===== src/rtl/hpdmc_wr_sequencer.sv =====
// hpdmc_wr_sequencer
// Write-burst sequencer for the DDR write datapath. It accepts a write command,
// waits out the write latency, and then drives the DQS preamble, BURST data
// cycles and the postamble into the paired DDR output registers. It also pops
// the write-data FIFO and owns the DQ/DQS output enables.
//
// Ports:
//   i_sys_clk, i_sys_rst        clock, asynchronous active-high reset
//   i_write_req / o_ready       command handshake (accept = req & ready)
//   o_fetch                     pop one word from the write-data FIFO
//   i_wdata/i_wmask/i_wdata_valid  FIFO word (upper half = rising edge)
//   o_dq_d0/d1, o_dm_d0/d1      rising/falling-edge data and mask
//   o_dqs_d0/d1                 rising/falling-edge DQS value
//   o_dq_oe, o_dqs_oe           output enables
//   o_busy                      not idle
//   o_underflow, i_underflow_clr  sticky FIFO-empty-on-fetch flag and clear
module hpdmc_wr_sequencer #(
  parameter int DW    = 16,
  parameter int WL    = 2,
  parameter int BURST = 4
) (
  input  logic                  i_sys_clk,
  input  logic                  i_sys_rst,
  input  logic                  i_write_req,
  output logic                  o_ready,
  output logic                  o_fetch,
  input  logic [2*DW-1:0]       i_wdata,
  input  logic [2*DW/8-1:0]     i_wmask,
  input  logic                  i_wdata_valid,
  output logic [DW-1:0]         o_dq_d0,
  output logic [DW-1:0]         o_dq_d1,
  output logic [DW/8-1:0]       o_dm_d0,
  output logic [DW/8-1:0]       o_dm_d1,
  output logic                  o_dqs_d0,
  output logic                  o_dqs_d1,
  output logic                  o_dq_oe,
  output logic                  o_dqs_oe,
  output logic                  o_busy,
  output logic                  o_underflow,
  input  logic                  i_underflow_clr
);

  typedef enum logic [2:0] {
    S_IDLE = 3'd0,
    S_WAIT = 3'd1,
    S_PRE  = 3'd2,
    S_DATA = 3'd3,
    S_POST = 3'd4
  } state_t;

  localparam int WCW = (WL > 2) ? $clog2(WL) : 1;
  localparam int BCW = $clog2(BURST);
  localparam int MW  = 2*DW/8;
  localparam logic [WCW-1:0] WAIT_LAST = WCW'((WL >= 2) ? (WL - 2) : 0);
  localparam logic [BCW-1:0] BEAT_LAST = BCW'(BURST - 1);
  // With WL = 1 the preamble directly follows the accept cycle.
  localparam state_t S_START = (WL == 1) ? S_PRE : S_WAIT;

  state_t               r_state;
  state_t               w_next;
  logic [WCW-1:0]       r_wcnt;
  logic [BCW-1:0]       r_bcnt;
  logic                 w_ready;
  logic                 w_fetch;
  logic                 w_accept;
  logic                 w_dqs_oe_nx;
  logic                 w_dq_oe_nx;
  logic                 w_dqs_d0_nx;
  logic                 w_busy_nx;
  logic [2*DW-1:0]      w_dq_nx;
  logic [MW-1:0]        w_dm_nx;
  logic                 r_dq_oe;
  logic                 r_dqs_oe;
  logic                 r_dqs_d0;
  logic                 r_dqs_d1;
  logic                 r_busy;
  logic                 r_underflow;
  logic [2*DW-1:0]      r_dq;
  logic [MW-1:0]        r_dm;

  assign w_accept = i_write_req & w_ready;

  // State register with the latency and beat counters.
  always_ff @(posedge i_sys_clk or posedge i_sys_rst) begin
    if (i_sys_rst) begin
      r_state <= S_IDLE;
      r_wcnt  <= {WCW{1'b0}};
      r_bcnt  <= {BCW{1'b0}};
    end else begin
      r_state <= w_next;
      if (r_state == S_WAIT) begin
        r_wcnt <= r_wcnt + WCW'(1);
      end else begin
        r_wcnt <= {WCW{1'b0}};
      end
      // The beat counter only wraps at the last beat; no partial bursts.
      if ((r_state == S_DATA) && (r_bcnt != BEAT_LAST)) begin
        r_bcnt <= r_bcnt + BCW'(1);
      end else begin
        r_bcnt <= {BCW{1'b0}};
      end
    end
  end

  // Next-state decode.
  always_comb begin
    w_next = r_state;
    case (r_state)
      S_IDLE: w_next = w_accept ? S_START : S_IDLE;
      S_WAIT: w_next = (r_wcnt == WAIT_LAST) ? S_PRE : S_WAIT;
      S_PRE:  w_next = S_DATA;
      S_DATA: w_next = (r_bcnt == BEAT_LAST) ? S_POST : S_DATA;
      // A command accepted during the postamble restarts the timeline.
      S_POST: w_next = w_accept ? S_START : S_IDLE;
      default: w_next = S_IDLE;
    endcase
  end

  // Current-state decode for the unregistered handshake outputs.
  always_comb begin
    w_ready = 1'b0;
    w_fetch = 1'b0;
    case (r_state)
      S_IDLE: w_ready = 1'b1;
      S_POST: w_ready = 1'b1;
      S_PRE:  w_fetch = 1'b1;
      // The last data cycle needs no fetch: its word was fetched one cycle earlier.
      S_DATA: w_fetch = (r_bcnt != BEAT_LAST);
      default: begin
        w_ready = 1'b0;
        w_fetch = 1'b0;
      end
    endcase
  end

  // Values the output registers take on the next edge, decoded from the next state.
  always_comb begin
    w_dqs_oe_nx = (w_next == S_PRE) || (w_next == S_DATA) || (w_next == S_POST);
    w_dq_oe_nx  = (w_next == S_DATA);
    w_dqs_d0_nx = (w_next == S_DATA);
    w_busy_nx   = (w_next != S_IDLE);
    // An empty FIFO on a fetch produces a fully masked zero beat.
    if (w_fetch && i_wdata_valid) begin
      w_dq_nx = i_wdata;
      w_dm_nx = i_wmask;
    end else begin
      w_dq_nx = {(2*DW){1'b0}};
      w_dm_nx = {MW{1'b1}};
    end
  end

  // Registered outputs, forced to bus-safe values by reset.
  always_ff @(posedge i_sys_clk or posedge i_sys_rst) begin
    if (i_sys_rst) begin
      r_dq_oe     <= 1'b0;
      r_dqs_oe    <= 1'b0;
      r_dqs_d0    <= 1'b0;
      r_dqs_d1    <= 1'b0;
      r_busy      <= 1'b0;
      r_underflow <= 1'b0;
      r_dq        <= {(2*DW){1'b0}};
      r_dm        <= {MW{1'b1}};
    end else begin
      r_dq_oe  <= w_dq_oe_nx;
      r_dqs_oe <= w_dqs_oe_nx;
      r_dqs_d0 <= w_dqs_d0_nx;
      r_dqs_d1 <= 1'b0;
      r_busy   <= w_busy_nx;
      r_dq     <= w_dq_nx;
      r_dm     <= w_dm_nx;
      // A new underflow takes priority over a simultaneous clear.
      if (w_fetch && !i_wdata_valid) begin
        r_underflow <= 1'b1;
      end else if (i_underflow_clr) begin
        r_underflow <= 1'b0;
      end else begin
        r_underflow <= r_underflow;
      end
    end
  end

  assign o_ready     = w_ready;
  assign o_fetch     = w_fetch;
  assign o_dq_d0     = r_dq[2*DW-1:DW];
  assign o_dq_d1     = r_dq[DW-1:0];
  assign o_dm_d0     = r_dm[MW-1:MW/2];
  assign o_dm_d1     = r_dm[MW/2-1:0];
  assign o_dqs_d0    = r_dqs_d0;
  assign o_dqs_d1    = r_dqs_d1;
  assign o_dq_oe     = r_dq_oe;
  assign o_dqs_oe    = r_dqs_oe;
  assign o_busy      = r_busy;
  assign o_underflow = r_underflow;

endmodule


===== config.mk =====
export PLATFORM = sky130hd
export DESIGN_NAME = hpdmc_wr_sequencer
export DESIGN_NICKNAME = d
export VERILOG_FILES = /design/src/rtl/hpdmc_wr_sequencer.sv
export SDC_FILE = /design/constraint.sdc
export NUM_CORES = 1
export LEC_CHECK = 0
export BUFFER_PORTS_ARGS = -buffer_cell sky130_fd_sc_hd__buf_2
export CORE_AREA = 2 2 68 70
export DETAILED_ROUTE_END_ITERATION = 10
export DIE_AREA = 0 0 70 72
export HOLD_SLACK_MARGIN = 0.12
export PLACE_DENSITY = 0.72
export SLEW_MARGIN = 20
export SYNTH_ARGS = -nofsm -noshare
export SYNTH_HDL_FRONTEND = slang
export SYNTH_SLANG_ARGS = --single-unit
export TNS_END_PERCENT = 10

===== constraint.sdc =====
create_clock -name i_sys_clk -period 1.45 [get_ports i_sys_clk]
set_input_delay 0.145 -clock i_sys_clk [delete_from_list [all_inputs] [get_ports i_sys_clk]]
set_output_delay 0.145 -clock i_sys_clk [all_outputs]
set_load 0.05 [all_outputs]

## Word level (Yosys, flattened, before mapping)

Index checks and enable logic that the tools add are counted.

| storage, ports and cells | value |
|---|---|
| input bits | 41 |
| flip-flop bits (word level) | 46 |
| word-level logic and storage cells | 43 |

| operators by class | value |
|---|---|
| add/sub/neg operators | 2 |
| bitwise gates (word level) | 1 |
| equal/unequal tests | 9 |
| reductions and logical operators | 10 |
| multiplexer cells | 12 |

Operators by type and width:

| cell | number |
|---|---|
| 2-to-1 mux 32 bit | 1 |
| equality test 3 x 2 -> 1 bit (second input constant) | 4 |
| one-hot mux 3 bit (4 select lines) | 1 |
| equality test 3 bit (second input constant) | 2 |
| 2-to-1 mux 1 bit | 5 |
| 2-to-1 mux 2 bit | 2 |
| 2-to-1 mux 4 bit | 1 |
| equality test 3 x 1 -> 1 bit (second input constant) | 1 |
| logical AND 1 bit | 3 |
| logical NOT 3 bit | 1 |
| 2-to-1 mux 3 bit | 1 |
| nonzero test 3 bit | 1 |
| adder 2 x 1 -> 2 bit (second input constant) | 1 |
| equality test 2 bit (second input constant) | 1 |
| logical OR 1 bit | 2 |
| != test 2 bit (second input constant) | 1 |
| one-hot mux 1 bit (2 select lines) | 1 |
| nonzero test 2 bit | 1 |
| OR reduction 2 bit | 1 |
| adder 1 bit (second input constant) | 1 |
| AND 1 bit | 1 |
| logical NOT 1 bit | 1 |

## Longest topological paths before layout

Gate-level depths: netlist of run 1.

| depth | value |
|---|---|
| word-level depth | 9 |
| depth in mapped cells | 4 |

## Least setup slack after synthesis of run 1

Ideal clock, no wire load.

| path | value |
|---|---|
| kind | flip-flop to flip-flop |
| from | reg r_state[0] |
| to | reg r_state[0] |
| library setup time | 0.116 ns |
| period minus slack after synthesis | 1.514 ns |
| required time | 1.334 ns |
| arrival time | 1.399 ns |
| slack | -0.064 ns |
| stages on the path, launching flop included | 4 |
| path through | dfrtp_1 nor2_1 nand2_1 o311ai_0 |

| between the ends | value |
|---|---|
| longest elaborated chain between the ends | 6 |
| elaborated cells on any way between the ends | 10 |

Ends and longest elaborated chain:

| what | line | source |
|---|---|---|
| from (decl) | 59 | `state_t r_state;` |
| from (signal assigned) | 90 | `r_state <= w_next;` |
| equality test 3 bit or logical NOT 3 bit (tied branches) | 123 | `case (r_state)` |
| OR reduction 2 bit (no line) * | - |  |
| 2-to-1 mux 1 bit * | 123 |  |
| named net o_ready | 25 | `output logic o_ready,` |
| AND 1 bit * | 81 | `assign w_accept = i_write_req & w_ready;` |
| 2-to-1 mux 1 bit * | 109, 114 |  |
| one-hot mux 3 bit (4 select lines) * | 108 | `case (r_state)` |
| named net w_next[0] | 60 | `state_t w_next;` |

The timed path passes the listed nets; every way through them passes the cells marked *.
A chain may end at the register's enable or synchronous reset.

## Worst setup path after layout of run 1

| path | value |
|---|---|
| from | reg r_bcnt[0] |
| to | out o_fetch |

| between the ends | value |
|---|---|
| longest elaborated chain between the ends | 2 |

Ends and longest elaborated chain:

| what | line | source |
|---|---|---|
| from (decl) | 62 | `logic [BCW-1:0] r_bcnt;` |
| from (signal assigned) | 88 | `r_bcnt <= {BCW{1'b0}};` |
| from (signal assigned) | 98 | `r_bcnt <= r_bcnt + BCW'(1);` |
| from (signal assigned) | 100 | `r_bcnt <= {BCW{1'b0}};` |
| != test 2 bit | 128 | `S_DATA: w_fetch = (r_bcnt != BEAT_LAST);` |
| one-hot mux 1 bit (2 select lines) | 123 |  |
| to (decl) | 26 | `output logic o_fetch,` |

No other way between the ends.

==> metrics.txt, run 1 <==
Post-Syn Instances 113; TritonCTS buffer count 5; IR drop worst, VDD 0.915 mV; Distinct cells, synth 23; number of synthesis warnings 0; Worst Path Arrival 1290 ps; minimum clock period 1440 ps; register-to-register setup slack 90 ps; MaxCap Viol Count 0; vias per cell 4.16; most common flop cell mapped by yosys dfrtp_1; Clock Tree Root clkbuf_8; first-pass GRT wire length 6110 um; remaining antenna violation count 0; H-tree depth 2; TNS Setup 0 ps; Post-Place Cells 248; crit end category primary output; Die Y 72 um; Final Cycle Share 99.2%; Core Footprint 4260 um2; reg2reg path depth 4; Longest Clk Path Bufs 2; drt pass-1 iters 4; vias in the first global route 1318; share of cells above drive strength 1 54.7%; max-slew violation count 0; final setup fails 0; Top Ports 85; initial antenna violation count 0; largest net degree at the start of global routing 37; Area Overhead vs Synth 68.0%; non-filler cells, final 297; Leak Pwr 1.42 nW; CP startpoint r_bcnt[0]; Avg Cell Area, Syn 14.2 um2; sequential area share after synthesis 71.9%; Post-synth EDFFs 0; Initial Utilization 37.7%; status finished, final reports clean; worst-path cell chain ha_4 -> a21o_4 -> inv_2 -> buf_8; Yosys reg bits 46; number of diodes 0; TritonCTS clock tree yes; Core Rows 24; Final Hold Fails 0; Cell Area, Synth 1610 um2; Clock Latency Late Sink 290 ps; WL per Instance 13.0 um; Die ar. 5040 um2; Vias 1235; Slowest-stage cell, CP dfrtp_1; fmax 695 MHz; initial DRC count 34; worst slack, placed 19.2 ps; Worst Hold Class input port to async pin; Remaining DRCs 0; post-DP HPWL 2200 um; FF-to-FF Start r_bcnt[0]; unrepaired setup endpoints after global routing true; gr usage total 16.1%; slowest stage delay, CP 420 ps; Horiz. Die Dim 70 um; Overflow after GRT 0; Mapped Nets 155; Hold WS 371 ps; Nets 286; crit-path max FO 3; PwrDens 1800 nW/um2; type of the worst setup path flop to primary output; Critical Path RT 1310 ps; Clk pin slew, worst setup/hold paths 80 ps; final weighted congestion in routability-driven placement 0.662; setup ws final 11.1 ps; asr flop ratio synth 100%; CTS sink count 46; # port buffers 83; final core occ 63.4%; CP Launch Type flop; clk_skew 4.02 ps; Routed WL 3860 um; FF-to-FF End r_dm[3]
placed cells by master (no fill, tap or decap):
| master | synthesis | layout |
|---|---|---|
| nor2_1 | 2 | 1 |
| buf_2 | 0 | 82 |
| dlygate4sd3_1 | 0 | 40 |
| o21ai_0 | 1 | 1 |
| or2b_1 | 4 | 4 |
| buf_4 | 2 | 4 |
| nand3b_1 | 1 | 1 |
| o22ai_1 | 1 | 1 |
| inv_2 | 0 | 2 |
| inv_1 | 7 | 5 |
| and2_2 | 26 | 26 |
| nand2b_1 | 1 | 1 |
| o311ai_0 | 1 | 1 |
| or3_1 | 1 | 1 |
| clkbuf_8 | 0 | 6 |
| nand2_1 | 4 | 4 |
| buf_12 | 0 | 2 |
| nor2_2 | 0 | 1 |
| buf_8 | 0 | 1 |
| nand2b_4 | 1 | 1 |
| a211oi_4 | 1 | 1 |
| bufinv_16 | 0 | 2 |
| nor3_1 | 1 | 1 |
| dfrtp_1 | 42 | 42 |
| ha_4 | 0 | 1 |
| a21o_4 | 0 | 1 |
| dfstp_2 | 4 | 4 |
| and2_1 | 6 | 6 |
| nor3b_1 | 1 | 1 |
| conb_1 | 1 | 1 |
metal layers:
layer | vias to the layer above | GRT usage [%] | routed length, um
met1 | 562 | 17.0 | 1450
met2 | 65 | 27.2 | 1910
met3 | 6 | 8.89 | 450
met5 | - | 0 | 0
met4 | 0 | 6.41 | 53
li1 | 602 | - | -
registers in the layout, indices dropped and copies added, names as in the netlist:
name and count:
r_dq 32, r_dm 4, r_wcnt 1, o_dqs_d0 1, r_state 3, o_busy 1, r_bcnt 2, o_dqs_oe 1
o_underflow 1
how the worst max path moves through the flow:
stage	to	slack, ps	depth (start not counted)
global route	o_fetch	-60	4
floorplan	r_dq[10]	100	4
global placement	r_dm[3]	50	4
detailed placement	r_dm[3]	20	4
finish	o_fetch	10	4
CTS	o_fetch	2	4
worst max-delay path, delay by kind of cell (launching register included):
kind / cells / cell delay [ps]
compound gates: 1 / 200
buf+inv: 2 / 180
fa+ha+maj: 1 / 190
flops: 1 / 420
cells by family after synthesis:
group	count (synthesis)	share of synthesized area (%)
AOI/OAI and AO/OA	5	3.03
DFF	46	71.9
adders and majority gates	1	0.777
other	1	0.233
buffers and inverters	12	3.50
and+or+nand+nor	48	20.6
stage by stage:
stage,total power [W],area (um2)
6_report,0.00488,2700
4_1_cts,0.00485,2680
2_1_floorplan,0.00312,1610
5_1_grt,0.00514,2700
3_3_place_gp,0.00354,2120
3_5_place_dp,0.00357,2120
layout make-up:
cell class              instances  area (um2)
flip-flops and latches         46        1160
fillers                       300        1560
well taps                      52        65.1
multi-input cells              55         418
clock inverters                 2        60.1
clock buffers                   6        82.6
repair buffers                129         896
inverters                       7        26.3
repair_timing:
item | in CTS | in global routing
gates resized for setup | 4 | 3
hold buffers | 40 | 0
pin swaps | 2 | 2
buffers inserted | 1 | 0
endpoints found under the hold margin | 55 | 0
endpoints found under the setup margin | 1 | 2
where the power goes:
part | total [W] | internal (W) | switching, W
registers | 0.00172 | 0.00158 | 0.000139
clock network | 0.00116 | 0.000735 | 0.000421
logic | 0.00201 | 0.000641 | 0.00136
total | 0.00488 | 0.00295 | 0.00192
cell usage after synthesis (2+ instances only):
cell,n,area (um2)
dfrtp_1,42,1050
and2_2,26,195
inv_1,7,26.3
and2_1,6,37.5
dfstp_2,4,105
nand2_1,4,15.0
or2b_1,4,30.0
clkbuf_2,3,15.0
buf_4,2,15.0
nor2_1,2,7.51
(Power assumes the default switching activity.)
==> run 2, diff against run 1 <==
- CELL_PAD_IN_SITES_DETAIL_PLACEMENT: default -> 1
- CELL_PAD_IN_SITES_GLOBAL_PLACEMENT: default -> 2
- CORE_AREA: 2 2 68 70 -> 2 2 85 87
- DIE_AREA: 0 0 70 72 -> 0 0 87 89
- PLACE_DENSITY: 0.72 -> 0.73
==> metrics.txt, run 2 (synthesized netlist as in run 1, its figures left out) <==
clk_skew 3.83 ps (-0.193 ps); Final Cycle Share 99.1% (-0.11 points); Clock Latency Late Sink 290 ps (about the same); crit end category primary output; Overflow after GRT 0 (unchanged); TritonCTS clock tree yes; Top Ports 85 (unchanged); vias per cell 3.88 (-6.6%); top flop regs r_dq (32), r_dm (4), r_state (3); Die Y 89 um (+24%); total power 0.00453 W (-7.0%); share of cells above drive strength 1 54.3% (-0.41 points); H-tree depth 2 (unchanged); minimum clock period 1440 ps (-1.65 ps); status finished, final reports clean; Core Footprint 6720 um2 (+58%); CP Launch Type flop; final weighted congestion in routability-driven placement 0.647 (-2.2%); TNS Setup 0 ps (unchanged); largest net degree at the start of global routing 47 (+27%); PwrDens 1690 nW/um2 (-6.6%); type of the worst setup path flop to primary output; Area Overhead vs Synth 67.2%; unrepaired setup endpoints after global routing true; remaining antenna violation count 0 (unchanged); drt pass-1 iters 3 (-1); MaxCap Viol Count 0 (unchanged); Initial Utilization 23.9% (-14 points); Worst Path Arrival 1290 ps (about the same); post-DP HPWL 2680 um (+22%); FF+latch area 1160 um2 (unchanged); max reg flops 32 (unchanged); slowest stage delay, CP 420 ps (about the same); Clk pin slew, worst setup/hold paths 80 ps (about the same); number of diodes 0 (unchanged); worst slack, placed 21.2 ps (+2.00 ps); register-to-register setup slack 80 ps (about the same); Die ar. 7740 um2 (+54%); Worst Hold Class input port to async pin; Horiz. Die Dim 87 um (+24%); fmax 696 MHz (+0.11%); initial antenna violation count 0 (unchanged); worst-path cell chain ha_4 -> a21o_4 -> inv_2 -> buf_8; non-filler cells, final 325 (+9.4%); max-slew violation count 0 (unchanged); most frequent cells in the layout buf_2 (81), dfrtp_1 (42), dlygate4sd3_1 (40); setup ws final 12.8 ps (+1.65 ps); Slowest-stage cell, CP dfrtp_1; largest reg by FF count r_dq; Longest Clk Path Bufs 2 (unchanged); vias in the first global route 1399 (+6.1%); Nets 286 (unchanged); Clock Tree Root clkbuf_8; crit-path max FO 3 (unchanged); Critical Path RT 1310 ps (about the same); # port buffers 83 (unchanged); commonest non-fill, non-tap cell in the layout buf_2; CTS sink count 46 (unchanged); Vias 1262 (+2.2%); final setup fails 0 (unchanged); Post-Place Cells 276 (+11%); area of the multi-input gates 418 um2 (unchanged); Core Rows 30 (+25%); first-pass GRT wire length 6770 um (+11%); WL per Instance 13.0 um (-0.26%); initial DRC count 22 (-35%); Remaining DRCs 0 (unchanged); Layout fillers 737 (+150%); Hold WS 428 ps (+57.6 ps); TritonCTS buffer count 5 (unchanged); gr usage total 11.7% (-4.5 points); Final Hold Fails 0 (unchanged); Routed WL 4210 um (+9.1%); Leak Pwr 1.40 nW (-1.7%); IR drop worst, VDD 0.470 mV (-49%)
==> run 2: changes by cell type in the layout (fill, tap and decap cells not counted), sizes merged <==
cell,previous run,this run
clkbuf,6,8
bufinv,2,0
buf,89,88
clkinv,0,1
==> run 2: final timing paths <==
kind / cells past startpoint / start / end
hold reg to reg: 1 / r_bcnt[0] / r_bcnt[0]
min in group i_sys_clk: 1 / r_bcnt[0] / r_bcnt[0]
setup / recovery: 4 / r_bcnt[0] / o_fetch
max in group asynchronous: 4 / i_sys_rst / r_dm[0]
hold / removal: 4 / i_sys_rst / r_dq[18]
setup reg to reg: 4 / r_bcnt[0] / r_dm[3]
==> run 2: power breakdown <==
part / internal, W / switching [W] / leakage [nW]
logic: 0.000649 / 0.00136 / 0.765
registers: 0.00158 / 0.000146 / 0.582
clock network: 0.000385 / 0.000414 / 0.0482
==> run 2: final cells by class <==
| cell class | count | area share (%) |
|---|---|---|
| inverter | 7 | 0.977 |
| timing repair buffer | 129 | 33.4 |
| clock buffer | 7 | 3.21 |
| tap | 80 | 3.72 |
| sequential | 46 | 43.0 |
| clock inverter | 1 | 0.186 |
| multi-input combinational | 55 | 15.5 |
==> run 2: metrics by stage <==
step,util (%),cell area [um2]
finish,40.0,2690
global placement,32.1,2160
detailed placement,32.1,2160
global route,40.0,2690
floorplan,-,1610
CTS,39.9,2680
==> run 2: critical path: cells and delay by family (launching register included) <==
family / cells / cell delay, ps
DFF: 1 / 420
AOI/OAI and AO/OA: 1 / 200
buffers and inverters: 2 / 200
adders and majority gates: 1 / 190
==> run 2: what timing repair did <==
action / CTS / global route
resized for setup: 7 / 1
pin swaps: 2 / 0
hold buffers: 40 / 0
setup buffers: 0 / 1
hold endpoints to repair: 81 / 0
endpoints found under the setup margin: 1 / 2
==> run 2: layer usage <==
layer | routed length, um | vias to the layer above | track usage, % | part of all wire (%)
li1 | - | 600 | - | -
met1 | 1640 | 596 | 13.0 | 39
met2 | 2200 | 58 | 20.7 | 52
met3 | 291 | 8 | 3.79 | 6.9
met4 | 78 | 0 | 4.55 | 1.9
met5 | 0 | - | 0 | 0
